==> config.mk <==
export PLATFORM = sky130hd
export DESIGN_NAME = debug_tx_arbiter
export DESIGN_NICKNAME = d
export VERILOG_FILES = /design/src/rtl/debug_tx_pkg.sv /design/src/rtl/debug_tx_arbiter_rr_pick.sv /design/src/rtl/debug_tx_arbiter.sv
export SDC_FILE = /design/constraint.sdc
export NUM_CORES = 1
export LEC_CHECK = 0
export BUFFER_PORTS_ARGS = -buffer_cell sky130_fd_sc_hd__clkbuf_2
export CAP_MARGIN = 20
export CORE_MARGIN = 5
export CORE_UTILIZATION = 45
export DETAILED_ROUTE_END_ITERATION = 7
export GPL_TIMING_DRIVEN = 0
export PLACE_DENSITY = 0.84
export RECOVER_POWER = 50
export SYNTH_ARGS = -nofsm -noshare
export SYNTH_HDL_FRONTEND = slang
export SYNTH_HIERARCHICAL = 1
export SYNTH_SLANG_ARGS = --single-unit
export TNS_END_PERCENT = 10
==> constraint.sdc <==
create_clock -name clk_in -period 2.2 [get_ports clk_in]
set_clock_uncertainty 0.05 [all_clocks]
set_input_delay 0.33 -clock clk_in [delete_from_list [all_inputs] [get_ports clk_in]]
set_output_delay 0.33 -clock clk_in [all_outputs]
set_load 0.005 [all_outputs]
==> src/rtl/debug_tx_pkg.sv <==
// rtl/debug_tx_pkg.sv - state encoding, constants and helpers shared by the debug tx arbiter
package debug_tx_pkg;

    typedef enum logic [2:0] {
        IDLE      = 3'd0,
        ACCEPT    = 3'd1,
        START     = 3'd2,
        WAIT_BUSY = 3'd3,
        WAIT_DONE = 3'd4,
        FLUSH     = 3'd5
    } tx_arb_state_t;

    localparam logic [7:0] NEWLINE_BYTE = 8'h0A;

    function automatic logic [2:0] onehot_to_index(input logic [7:0] onehot);
        logic [2:0] idx;
        idx = '0;
        for (int i = 0; i < 8; i++) begin
            if (onehot[i]) begin
                idx = 3'(i);
            end
        end
        return idx;
    endfunction

endpackage

==> src/rtl/debug_tx_arbiter_rr_pick.sv <==
// rtl/debug_tx_arbiter_rr_pick.sv - combinational round-robin search starting at ptr
module rr_pick
    import debug_tx_pkg::*;
#(
    parameter int NUM_REQ = 3,
    parameter int IDX_W   = 2
) (
    input  logic [NUM_REQ-1:0] req,
    input  logic [IDX_W-1:0]   ptr,
    output logic [NUM_REQ-1:0] pick,
    output logic [IDX_W-1:0]   pick_idx
);

    int idx;

    always_comb begin
        pick = '0;
        idx  = 0;
        // Walk from the farthest offset to the nearest so the nearest hit wins.
        for (int k = NUM_REQ - 1; k >= 0; k--) begin
            idx = (int'(ptr) + k) % NUM_REQ;
            if (req[idx]) begin
                pick      = '0;
                pick[idx] = 1'b1;
            end
        end
        pick_idx = IDX_W'(onehot_to_index(8'(pick)));
    end

endmodule

==> src/rtl/debug_tx_arbiter.sv <==
// rtl/debug_tx_arbiter.sv - message-level round-robin sharing of the debug uart_tx
// Optional stall timeout with newline flush: DEBUG_TX_ARB_TIMEOUT_EN
module debug_tx_arbiter
    import debug_tx_pkg::*;
#(
    parameter int NUM_REQ          = 3,
    parameter int BUSY_WAIT_CYCLES = 3,
    parameter int TIMEOUT_TICKS    = 22000000
) (
    input  logic                 clk_in,
    input  logic                 reset,
    input  logic [NUM_REQ-1:0]   req_valid,
    input  logic [8*NUM_REQ-1:0] req_data,
    input  logic [NUM_REQ-1:0]   req_last,
    output logic [NUM_REQ-1:0]   req_ready,
    input  logic                 tx_busy,
    output logic                 tx_start,
    output logic [7:0]           tx_data,
    output logic [NUM_REQ-1:0]   grant,
    output logic                 grant_active,
    output logic                 timeout_pulse
);

    localparam int IDX_W = $clog2(NUM_REQ);
    localparam int BW_W  = $clog2(BUSY_WAIT_CYCLES + 1);

    tx_arb_state_t      state;
    logic [IDX_W-1:0]   ptr;
    logic [IDX_W-1:0]   g_idx;
    logic [IDX_W-1:0]   pick_idx;
    logic [NUM_REQ-1:0] pick;
    logic               last_flag;
    logic [BW_W-1:0]    busy_cnt;
    logic               g_valid;
    logic               to_hit;

    rr_pick #(
        .NUM_REQ(NUM_REQ),
        .IDX_W  (IDX_W)
    ) u_rr_pick (
        .req     (req_valid),
        .ptr     (ptr),
        .pick    (pick),
        .pick_idx(pick_idx)
    );

    assign g_valid      = |(req_valid & grant);
    assign req_ready    = (state == ACCEPT) ? grant : '0;
    assign tx_start     = (state == START) && !tx_busy;
    assign grant_active = |grant;

`ifdef DEBUG_TX_ARB_TIMEOUT_EN
    localparam int TO_W = ($clog2(TIMEOUT_TICKS) > 0) ? $clog2(TIMEOUT_TICKS) : 1;
    logic [TO_W-1:0] to_cnt;

    assign to_hit        = (state == ACCEPT) && !g_valid && (to_cnt == TO_W'(TIMEOUT_TICKS - 1));
    assign timeout_pulse = (state == FLUSH);

    always_ff @(posedge clk_in or negedge reset) begin
        if (!reset) begin
            to_cnt <= '0;
        end else if (state == ACCEPT && !g_valid && !to_hit) begin
            to_cnt <= to_cnt + 1'b1;
        end else begin
            to_cnt <= '0;
        end
    end
`else
    assign to_hit        = 1'b0;
    assign timeout_pulse = 1'b0;
`endif

    always_ff @(posedge clk_in or negedge reset) begin
        if (!reset) begin
            state     <= IDLE;
            grant     <= '0;
            g_idx     <= '0;
            ptr       <= '0;
            tx_data   <= '0;
            last_flag <= 1'b0;
            busy_cnt  <= '0;
        end else begin
            case (state)
                IDLE: begin
                    if (|req_valid) begin
                        grant <= pick;
                        g_idx <= pick_idx;
                        state <= ACCEPT;
                    end
                end
                ACCEPT: begin
                    if (g_valid) begin
                        tx_data   <= req_data[8*g_idx +: 8];
                        last_flag <= req_last[g_idx];
                        state     <= START;
                    end else if (to_hit) begin
                        state <= FLUSH;
                    end
                end
                // A frame still running from before reset keeps us here.
                START: begin
                    if (!tx_busy) begin
                        busy_cnt <= '0;
                        state    <= WAIT_BUSY;
                    end
                end
                WAIT_BUSY: begin
                    if (tx_busy || busy_cnt == BW_W'(BUSY_WAIT_CYCLES - 1)) begin
                        state <= WAIT_DONE;
                    end else begin
                        busy_cnt <= busy_cnt + 1'b1;
                    end
                end
                WAIT_DONE: begin
                    if (!tx_busy) begin
                        if (last_flag) begin
                            grant <= '0;
                            ptr   <= (g_idx == IDX_W'(NUM_REQ - 1)) ? '0 : g_idx + 1'b1;
                            state <= IDLE;
                        end else begin
                            state <= ACCEPT;
                        end
                    end
                end
`ifdef DEBUG_TX_ARB_TIMEOUT_EN
                FLUSH: begin
                    tx_data   <= NEWLINE_BYTE;
                    last_flag <= 1'b1;
                    state     <= START;
                end
`endif
                default: state <= IDLE;
            endcase
        end
    end

endmodule

# ---- After elaboration in Yosys (flattened, before gate mapping)
# Cells that the tools add are included.
dict set report totals {
  register_bits 21
  in_bits 33
}
dict set report classes {
  n_addsub 4
  div_mod_pow 3
  order_cmp 7
  eq_ne 13
  shifts 1
  mux 38
  bitwise_logic 2
  reduce_logical 18
}
# op count
set op_table {}
lappend op_table {{$ge 32x1->1 const B} 3}
lappend op_table {{$lt 32x4->1 const B} 3}
lappend op_table {{$mod 32x3->32 const B} 2}
lappend op_table {{$mux 3} 12}
lappend op_table {{$mod 3x3->32 const B} 1}
lappend op_table {{$shiftx 24x6->8} 1}
lappend op_table {{$pmux 3 s5} 1}
lappend op_table {{$ne 2x2->1 const B} 7}
lappend op_table {{$mux 1} 12}
lappend op_table {{$reduce_or 3->1} 3}
lappend op_table {{$bmux 1 s2} 4}
lappend op_table {{$mux 2} 4}
lappend op_table {{$demux 1 s2} 3}
lappend op_table {{$eq 3x2->1 const B} 2}
lappend op_table {{$pmux 3 s2} 1}
lappend op_table {{$reduce_and 3->1} 2}
lappend op_table {{$reduce_and 5->1} 1}
lappend op_table {{$add 2x1->2 const B} 2}
lappend op_table {{$eq 2x2->1 const B} 2}
lappend op_table {{$logic_and 1x1->1} 4}
lappend op_table {{$pmux 2 s2} 1}
lappend op_table {{$reduce_and 2->1} 2}
lappend op_table {{$reduce_and 4->1} 1}
lappend op_table {{$reduce_bool 2->1} 2}
lappend op_table {{other kinds (10)} 10}

# ---- Longest topological paths before layout
# Gate-level depths: netlist (run 1).
dict set report depth {
  depth_word 11
  mapped_depth 8
}

# ---- Cells and area by module
# The synthesis (run 1) kept the hierarchy.
# mod instances cells_each area_per_inst_um2 seq_area_each_um2
set by_module_without_submodules {}
lappend by_module_without_submodules {debug_tx_arbiter 1 106 1239.9 525.5}
lappend by_module_without_submodules {rr_pick 1 32 276.5 0.0}

# ---- Worst setup path before layout (run 1)
# Ideal clock, no wire load.
dict set report synth_timing {
  path_type {flip-flop to flip-flop}
  from {register ptr[1]}
  to {register g_idx[1]}
  setup_time_ns 0.125
  arrival_time_ns 2.028
  slack_ns -0.003
  stages_incl_launch_ff 9
  n_path_buf 1
  synth_period_minus_slack_ns 2.203
  cell_sequence {dfrtp_1 inv_1 ha_1 nand2b_4 mux2_4 a221o_1 and2_2 buf_4 mux2_2}
}
dict set report synth_via {
  elab_chain_len 10
}
# item line
set synth_rtl {}
lappend synth_rtl {{start: declaration} debug_tx_arbiter.sv:28} ;# logic [IDX_W-1:0] ptr;
lappend synth_rtl {{start signal: assignment} debug_tx_arbiter.sv:118} ;# ptr <= (g_idx == IDX_W'(NUM_REQ - 1)) ? '0 : g_idx + 1'b1;
lappend synth_rtl {{$add 2x2->3} debug_tx_arbiter_rr_pick.sv:21} ;# idx = (int'(ptr) + k) % NUM_REQ;
lappend synth_rtl {{$mod 32x3->32} debug_tx_arbiter_rr_pick.sv:21}
lappend synth_rtl {{$ge 32x1->1 (implied by the code) or $lt 32x4->1 (tied branches)} debug_tx_arbiter_rr_pick.sv:24} ;# pick[idx] = 1'b1;
lappend synth_rtl {{$logic_and 1x1->1 (implied by the code)} debug_tx_arbiter_rr_pick.sv:24}
lappend synth_rtl {{$mux 1 (implied by the code)} debug_tx_arbiter_rr_pick.sv:24}
lappend synth_rtl {{$demux 1 s2} n/a}
lappend synth_rtl {{$mux 3 (2 in a row)} debug_tx_arbiter_rr_pick.sv:22} ;# if (req[idx]) begin
lappend synth_rtl {{$mux 3 *} debug_tx_arbiter_rr_pick.sv:22}
lappend synth_rtl {{via pick[2]} debug_tx_arbiter.sv:31} ;# logic [NUM_REQ-1:0] pick;
lappend synth_rtl {{$mux 2 *} debug_tx_pkg.sv:19} ;# if (onehot[i]) begin
lappend synth_rtl {{via pick_idx[1]} debug_tx_arbiter.sv:30} ;# logic [IDX_W-1:0] pick_idx;
lappend synth_rtl {{end signal: assignment} debug_tx_arbiter.sv:87} ;# g_idx <= pick_idx;
lappend synth_rtl {{end: declaration} debug_tx_arbiter.sv:29} ;# logic [IDX_W-1:0] g_idx;
# Mark *: on every way through the listed nets, which the timed path passes. The rest lies on a longest branch. The select of a mux whose other input is x is not followed.
# A chain may end at the register's enable or synchronous reset.

# ---- Worst setup path in the final report (run 1)
dict set report layout_timing {
  from {register ptr[0]}
  to {register g_idx[1]}
}
# Same word-level chain as after synthesis.

==> results.py, run 1 <==
metrics = {
    "synthesis": {
        "yosysWarnings": 6,
        "synth.ff_latch_count": 21,
        "synth_flop_cell": "dfrtp_1",
        "synth_fp_nets": 176,
        "synth.yosys.seq_area_share_pct": 34.7,
        "synth_top_family_by_area": "multiplexers",
        "synth_top_area_share_pct": 34.7,
        "async_flop_share_pct": 100,
        "yosysTopAreaCell": "dfrtp_1",
        "synth-edff-count": 0,
        "synthTopCellsByCount": "dfrtp_1, mux2i_1, mux2_4",
        "syn_area_sq_um": 1520,
        "syn_avg_cell_area_sq_um": 11.0,
        "syn_inst": 138,
        "yosysMostFrequentCell": "dfrtp_1",
        "synth-compound-area-share_pct": 19.7,
        "synth_xor_area_share_pct": 0,
        "synthAdderAreaFrac_pct": 4.13,
        "synth.area.top_cells": "dfrtp_1, mux2_4, mux2i_1",
        "synth-simple-area-share_pct": 15.0,
        "synthMuxAreaShare_pct": 20.9,
        "ys_types": 49,
    },
    "floorplan": {
        "chipWidth_um": 68.1,
        "floorplan.initialDensity_pct": 45.8,
        "rows": 21,
        "die_area_sq_um": 4630,
        "die_y_um": 68.1,
        "coreArea_sq_um": 3310,
        "io_pins": 50,
    },
    "pwr": {
        "powerDensity_nw_per_um2": 1230,
        "p_leak_nw": 0.860,
        "power.total_mw": 2.32,
        "ir_drop_mv": 0.642,
    },
    "worst_hold_path": {
        "hp-class": "in -> reg",
        "hold_path_depth": 3,
    },
    "clock_network": {
        "cts_root_buf": "clkbuf_4",
        "clk_path_buf_depth": 2,
        "cts_max_level": 1,
        "tritoncts": "done",
        "clock_latency_ns": 0.30,
        "cts_sinks": 21,
        "clkSlewWorstSetupHoldPaths_ns": 0.11,
        "cts_inserted_buffers": 3,
    },
    "placement": {
        "gp_congestion": 0.733,
        "port-buffer-count": 48,
        "dp_slack_ns": -0.0778,
        "place_area_sq_um": 1820,
        "place_inst": 232,
        "detailed_place_hpwl_um": 2540,
    },
    "worst_setup_path": {
        "cp_slowest_cell": "dfrtp_2",
        "critical_path_required_ns": 2.35,
        "path_cells": "ha_4, nand2b_4, mux2_4, a221o_1, and2_4, buf_4, mux2_2",
        "critical_path.max_stage_delay_ns": 0.46,
        "path_buf_inv": 1,
        "reg2reg_depth": 7,
        "path_class": "reg -> reg",
        "arrival_ns": 2.28,
        "path_depth": 7,
        "worst_setup_path_start_kind": "flop",
        "endpoint_kind": "flop",
        "cp_max_fo": 4,
        "cpLargestDelayFamily": "multiplexers",
    },
    "timing": {
        "worst_slack_ns": 0.0635,
        "worstMarginPinSlew_ns": 1.11,
        "finalMaxSlewViolations": 0,
        "final_hold_viol_count": 0,
        "fin_crit_sh_pct": 97.1,
        "max_freq_ghz": 0.468,
        "final-setup-viol-count": 0,
        "relSlewSlack_pct": 26.3,
        "fin_crit_ns": 2.14,
    },
    "final_layout": {
        "area_growth_pct": 24.5,
        "fin_area_sq_um": 1890,
        "final_cells": 240,
        "fillerInstances": 320,
        "nNetsFinal": 233,
        "antenna_cells": 0,
        "drive_above_1_share_pct": 45.4,
    },
    "drt": {
        "drtIter0Drc": 59,
        "avgRoutedWirePerCell_um": 13.6,
        "drcViolationCount": 0,
        "vias_per_cell": 5.13,
        "firstDrtPassIters": 4,
        "wirelength_um": 3250,
        "ant_nets": 0,
        "vias": 1232,
    },
    "global_routing": {
        "overflow": 0,
        "antenna_found_initial": 0,
        "grt_pass1_wl_um": 5260,
        "grt_use_total_pct": 14.8,
        "grt_pass1_vias": 1203,
        "grt_max_degree": 22,
    },
    "run_status": {
        "outcome": "complete, no violations",
    },
    "flow_run": {
        "maxCapViolations": 0,
    },
}
## routing by layer
layer	wire length, um	share of wire, %	vias up	global-route usage (%)
met5	0	0	-	0
met4	21	0.65	0	3.72
met3	99	3.0	2	3.61
met2	1720	53	13	26.7
met1	1410	43	590	17.4
li1	-	-	627	-
## logic make-up (layout without fill, tap and decap cells)
kind of cell / Yosys count / in the layout
adder cells (fa/ha/maj): 5 / 5
buffers and inverters: 14 / 70
AO/OA/AOI/OAI: 36 / 36
flip-flops: 21 / 21
multiplexers: 26 / 26
AND/OR/NAND/NOR: 35 / 35
other: 1 / 1
## where the power goes
part           switching [mW]  internal, mW
clock network           0.110        0.0706
registers               0.120         0.564
logic                   0.644         0.808
## cell usage in the layout (no fill, tap or decap), types with 4 or more instances in the layout
cell type and instances:
buf_4 6, clkbuf_1 10, clkbuf_2 41, dfrtp_1 20
mux2_2 5, mux2_4 10, mux2i_1 11, nand2_1 6
nor2_1 5, nor2b_1 5, o21ai_0 4, o2bb2ai_1 9
## metrics by stage
step                hold slack [ns]   TNS, ns  utilization (%)
floorplan                   -0.0156         0                -
global placement              0.275   -0.0714             54.9
detailed placement            0.284   -0.0778             54.9
CTS                           0.276         0             56.9
global route                  0.294  -0.00476             57.0
finish                        0.285         0             57.0
## path summary, 6_finish.rpt
check,start,end,slack (ns)
worst min register to register,tx_data[0]$_DFFE_PN0P_,tx_data[0]$_DFFE_PN0P_,0.47
worst min-delay path,tx_busy,state[2]$_DFFE_PN0P_,0.28
worst max register to register,ptr[0]$_DFFE_PN0P_,g_idx[1]$_DFFE_PN0P_,0.06
worst max-delay path,ptr[0]$_DFFE_PN0P_,g_idx[1]$_DFFE_PN0P_,0.06
min in group asynchronous,reset,tx_data[5]$_DFFE_PN0P_,0.69
max in group asynchronous,reset,ptr[0]$_DFFE_PN0P_,0.68
## worst register-to-register path, cell delays in order, from the launching register on
cell and delay (ns):
dfrtp_2 0.46, ha_4 0.19, nand2b_4 0.14, mux2_4 0.29, a221o_1 0.37, and2_4 0.17, buf_4 0.12, mux2_2 0.25
## state kept, by name (all words and copies together), names as in the netlist
signal,flops
grant,3
ptr,2
state,3
busy_cnt,2
g_idx,2
last_flag,1
tx_data,8
## cell type report
class                           instances  area, sq um  share of cell area (%)
Buffer                                  9         62.6                    3.31
Timing Repair Buffer                   52          263                    13.9
Inverter                                5         18.8                   0.994
Multi-Input combinational cell        103          933                    49.4
Clock buffer                            4         26.3                    1.39
Sequential cell                        21          527                    27.9
Tap cell                               46         57.6                    3.05
## repair_timing
action	CTS	global route
buffers inserted	1	2
cloned	0	0
resized for setup	6	2
hold buffers	1	0
pin swaps	1	2
endpoints found under the hold margin	21	0
setup endpoints to repair	1	1
Power figures use the tool's default switching activity.
==> run 2, diff against run 1 <==
--- a/config.mk
+++ b/config.mk
@@ -7,6 +7,7 @@
 export LEC_CHECK = 0
 export BUFFER_PORTS_ARGS = -buffer_cell sky130_fd_sc_hd__clkbuf_2
 export CAP_MARGIN = 20
+export CORE_ASPECT_RATIO = 0.5
 export CORE_MARGIN = 5
 export CORE_UTILIZATION = 45
 export DETAILED_ROUTE_END_ITERATION = 7
==> results.py, run 2 (same netlist as run 1, synthesis figures left out) <==
metrics = {
    "final_layout": {
        "utilization_pct": 61.7,
        "drive_above_1_share_pct": 47.2,
        "fin_area_sq_um": 1920,
        "antenna_cells": 0,
        "top_register": "tx_data",
        "area_growth_pct": 26.9,
        "mostFrequentLayoutCell": "clkbuf_2",
        "fillerInstances": 266,
        "largest_register_ffs": 8,
        "multiInputGateArea_sq_um": 948,
        "nNetsFinal": 234,
        "regArea_sq_um": 527,
        "top_regs": "tx_data: 8 flops, grant: 3 flops, state: 3 flops",
        "final_cell_mix": "clkbuf_2, dfrtp_1, mux2i_1",
    },
    "worst_setup_path": {
        "arrival_ns": 2.27,
        "path_buf_inv": 1,
        "r2r-start": "ptr[0]$_DFFE_PN0P_",
        "ff2ff_setup_slack_ns": 0.03,
        "path_cells": "ha_4, nand2b_4, mux2_4, a221o_1, and2_4, buf_4, mux2_2",
        "cpLargestDelayFamily": "multiplexers",
        "critical_path_required_ns": 2.30,
        "reg2reg_depth": 7,
        "endpoint_kind": "flop",
        "path_class": "reg -> reg",
        "timing.rr.end": "g_idx[1]$_DFFE_PN0P_",
        "cp_slowest_cell": "dfrtp_2",
        "worst_setup_path_start_kind": "flop",
        "cp_max_fo": 4,
        "critical_path.max_stage_delay_ns": 0.46,
    },
    "clock_network": {
        "cts_root_buf": "clkbuf_8",
        "tritoncts": "done",
        "cts_inserted_buffers": 3,
        "clkSlewWorstSetupHoldPaths_ns": 0.08,
        "cts_max_level": 1,
        "cts_sinks": 21,
        "clock_latency_ns": 0.26,
        "clk_path_buf_depth": 2,
    },
    "pwr": {
        "power.total_mw": 2.43,
        "power_frac_clock_pct": 10.0,
        "switching_power_mw": 0.914,
        "p_int_mw": 1.51,
        "seqPwrFrac_pct": 28.5,
        "p_leak_nw": 0.882,
        "ir_drop_mv": 0.415,
        "powerDensity_nw_per_um2": 1260,
        "switching_share_pct": 37.7,
        "p_comb_share_pct": 61.5,
    },
    "worst_hold_path": {
        "hold_path_depth": 3,
        "worstHoldStart": "req_data[8]",
        "hp-class": "in -> reg",
        "holdPathEnd": "tx_data[0]$_DFFE_PN0P_",
    },
    "drt": {
        "ant_nets": 0,
        "vias": 1261,
        "avgRoutedWirePerCell_um": 14.8,
        "firstDrtPassIters": 4,
        "drtIter0Drc": 57,
        "drcViolationCount": 0,
        "wirelength_um": 3470,
        "vias_per_cell": 5.37,
    },
    "global_routing": {
        "grt_pass1_vias": 1192,
        "grt_use_total_pct": 14.4,
        "grt_use_met3_pct": 3.96,
        "grt_max_degree": 22,
        "busiest_layer": "met2",
        "grt_pass1_wl_um": 5550,
        "antenna_found_initial": 0,
        "grt_use_met1_pct": 18.3,
        "overflow": 0,
        "use_met2_pct": 25.0,
    },
    "floorplan": {
        "die_area_sq_um": 4700,
        "floorplan.initialDensity_pct": 48.6,
        "io_pins": 50,
        "rows": 14,
        "chipWidth_um": 92.1,
        "coreArea_sq_um": 3120,
        "die_y_um": 51.1,
    },
    "timing": {
        "relSlewSlack_pct": 25.8,
        "setup_tns_ns": 0,
        "final_hold_viol_count": 0,
        "fin_crit_ns": 2.17,
        "max_freq_ghz": 0.460,
        "final-setup-viol-count": 0,
        "worst_hold_slack_ns": 0.367,
        "finalMaxSlewViolations": 0,
        "worstMarginPinSlew_ns": 1.11,
        "fin_crit_sh_pct": 98.8,
    },
    "flow_run": {
        "maxCapViolations": 0,
    },
    "placement": {
        "gp_congestion": 0.818,
        "place_area_sq_um": 1810,
        "port-buffer-count": 48,
        "detailed_place_hpwl_um": 2600,
    },
    "run_status": {
        "outcome": "complete, no violations",
    },
}
## run 2: worst max-delay path by stage
stage	endpoint	startpoint	cells past startpoint
final	g_idx[1]$_DFFE_PN0P_	ptr[0]$_DFFE_PN0P_	7
after global routing	g_idx[1]$_DFFE_PN0P_	ptr[0]$_DFFE_PN0P_	7
after CTS	g_idx[1]$_DFFE_PN0P_	ptr[0]$_DFFE_PN0P_	7
after detailed placement	g_idx[1]$_DFFE_PN0P_	ptr[1]$_DFFE_PN0P_	8
after global placement	g_idx[1]$_DFFE_PN0P_	ptr[1]$_DFFE_PN0P_	8
after floorplan	g_idx[1]$_DFFE_PN0P_	ptr[1]$_DFFE_PN0P_	8
## run 2: routing by layer
metal | vias to the layer above | wire, um
li1 | 630 | -
met1 | 599 | 1610
met2 | 30 | 1630
met3 | 2 | 210
met4 | 0 | 15
met5 | - | 0
## run 2: stage by stage
step	cells	worst slack, ns
final	235	0.0262
after floorplan	138	0.0250
after detailed placement	226	-0.0934
after global routing	235	-0.00384
after global placement	226	-0.0543
after CTS	232	0.0307
## run 2: final cells by class
type                    instances  share of cell area [%]
plain buffers                   9                    3.25
clock buffers                   3                    2.15
clock inverters                 1                   0.260
inverters                       5                   0.975
multi-input cells             103                    49.3
flip-flops and latches         21                    27.4
well taps                      40                    2.60
repair buffers                 53                    14.1
## run 2: power groups by stage
| stage | clock network (mW) | logic [mW] | registers (mW) |
|---|---|---|---|
| 2_1_floorplan | 0 | 1.06 | 0.677 |
| 3_3_place_gp | 0 | 1.38 | 0.683 |
| 3_5_place_dp | 0 | 1.42 | 0.692 |
| 4_1_cts | 0.249 | 1.47 | 0.688 |
| 5_1_grt | 0.267 | 1.63 | 0.715 |
| 6_report | 0.244 | 1.49 | 0.690 |
## run 2: worst reg2reg max path: stages, from the launching register on
cell      delay [ns]
dfrtp_2         0.46
ha_4            0.19
nand2b_4        0.14
mux2_4          0.30
a221o_1         0.38
and2_4          0.18
buf_4           0.12
mux2_2          0.25
## run 2: what timing repair did
item / in CTS / in global routing
cloned: 0 / 0
hold endpoints to repair: 21 / 0
resized for setup: 7 / 2
hold buffers: 1 / 0
setup endpoints to repair: 1 / 1
setup buffers: 1 / 3
pin swaps: 1 / 3
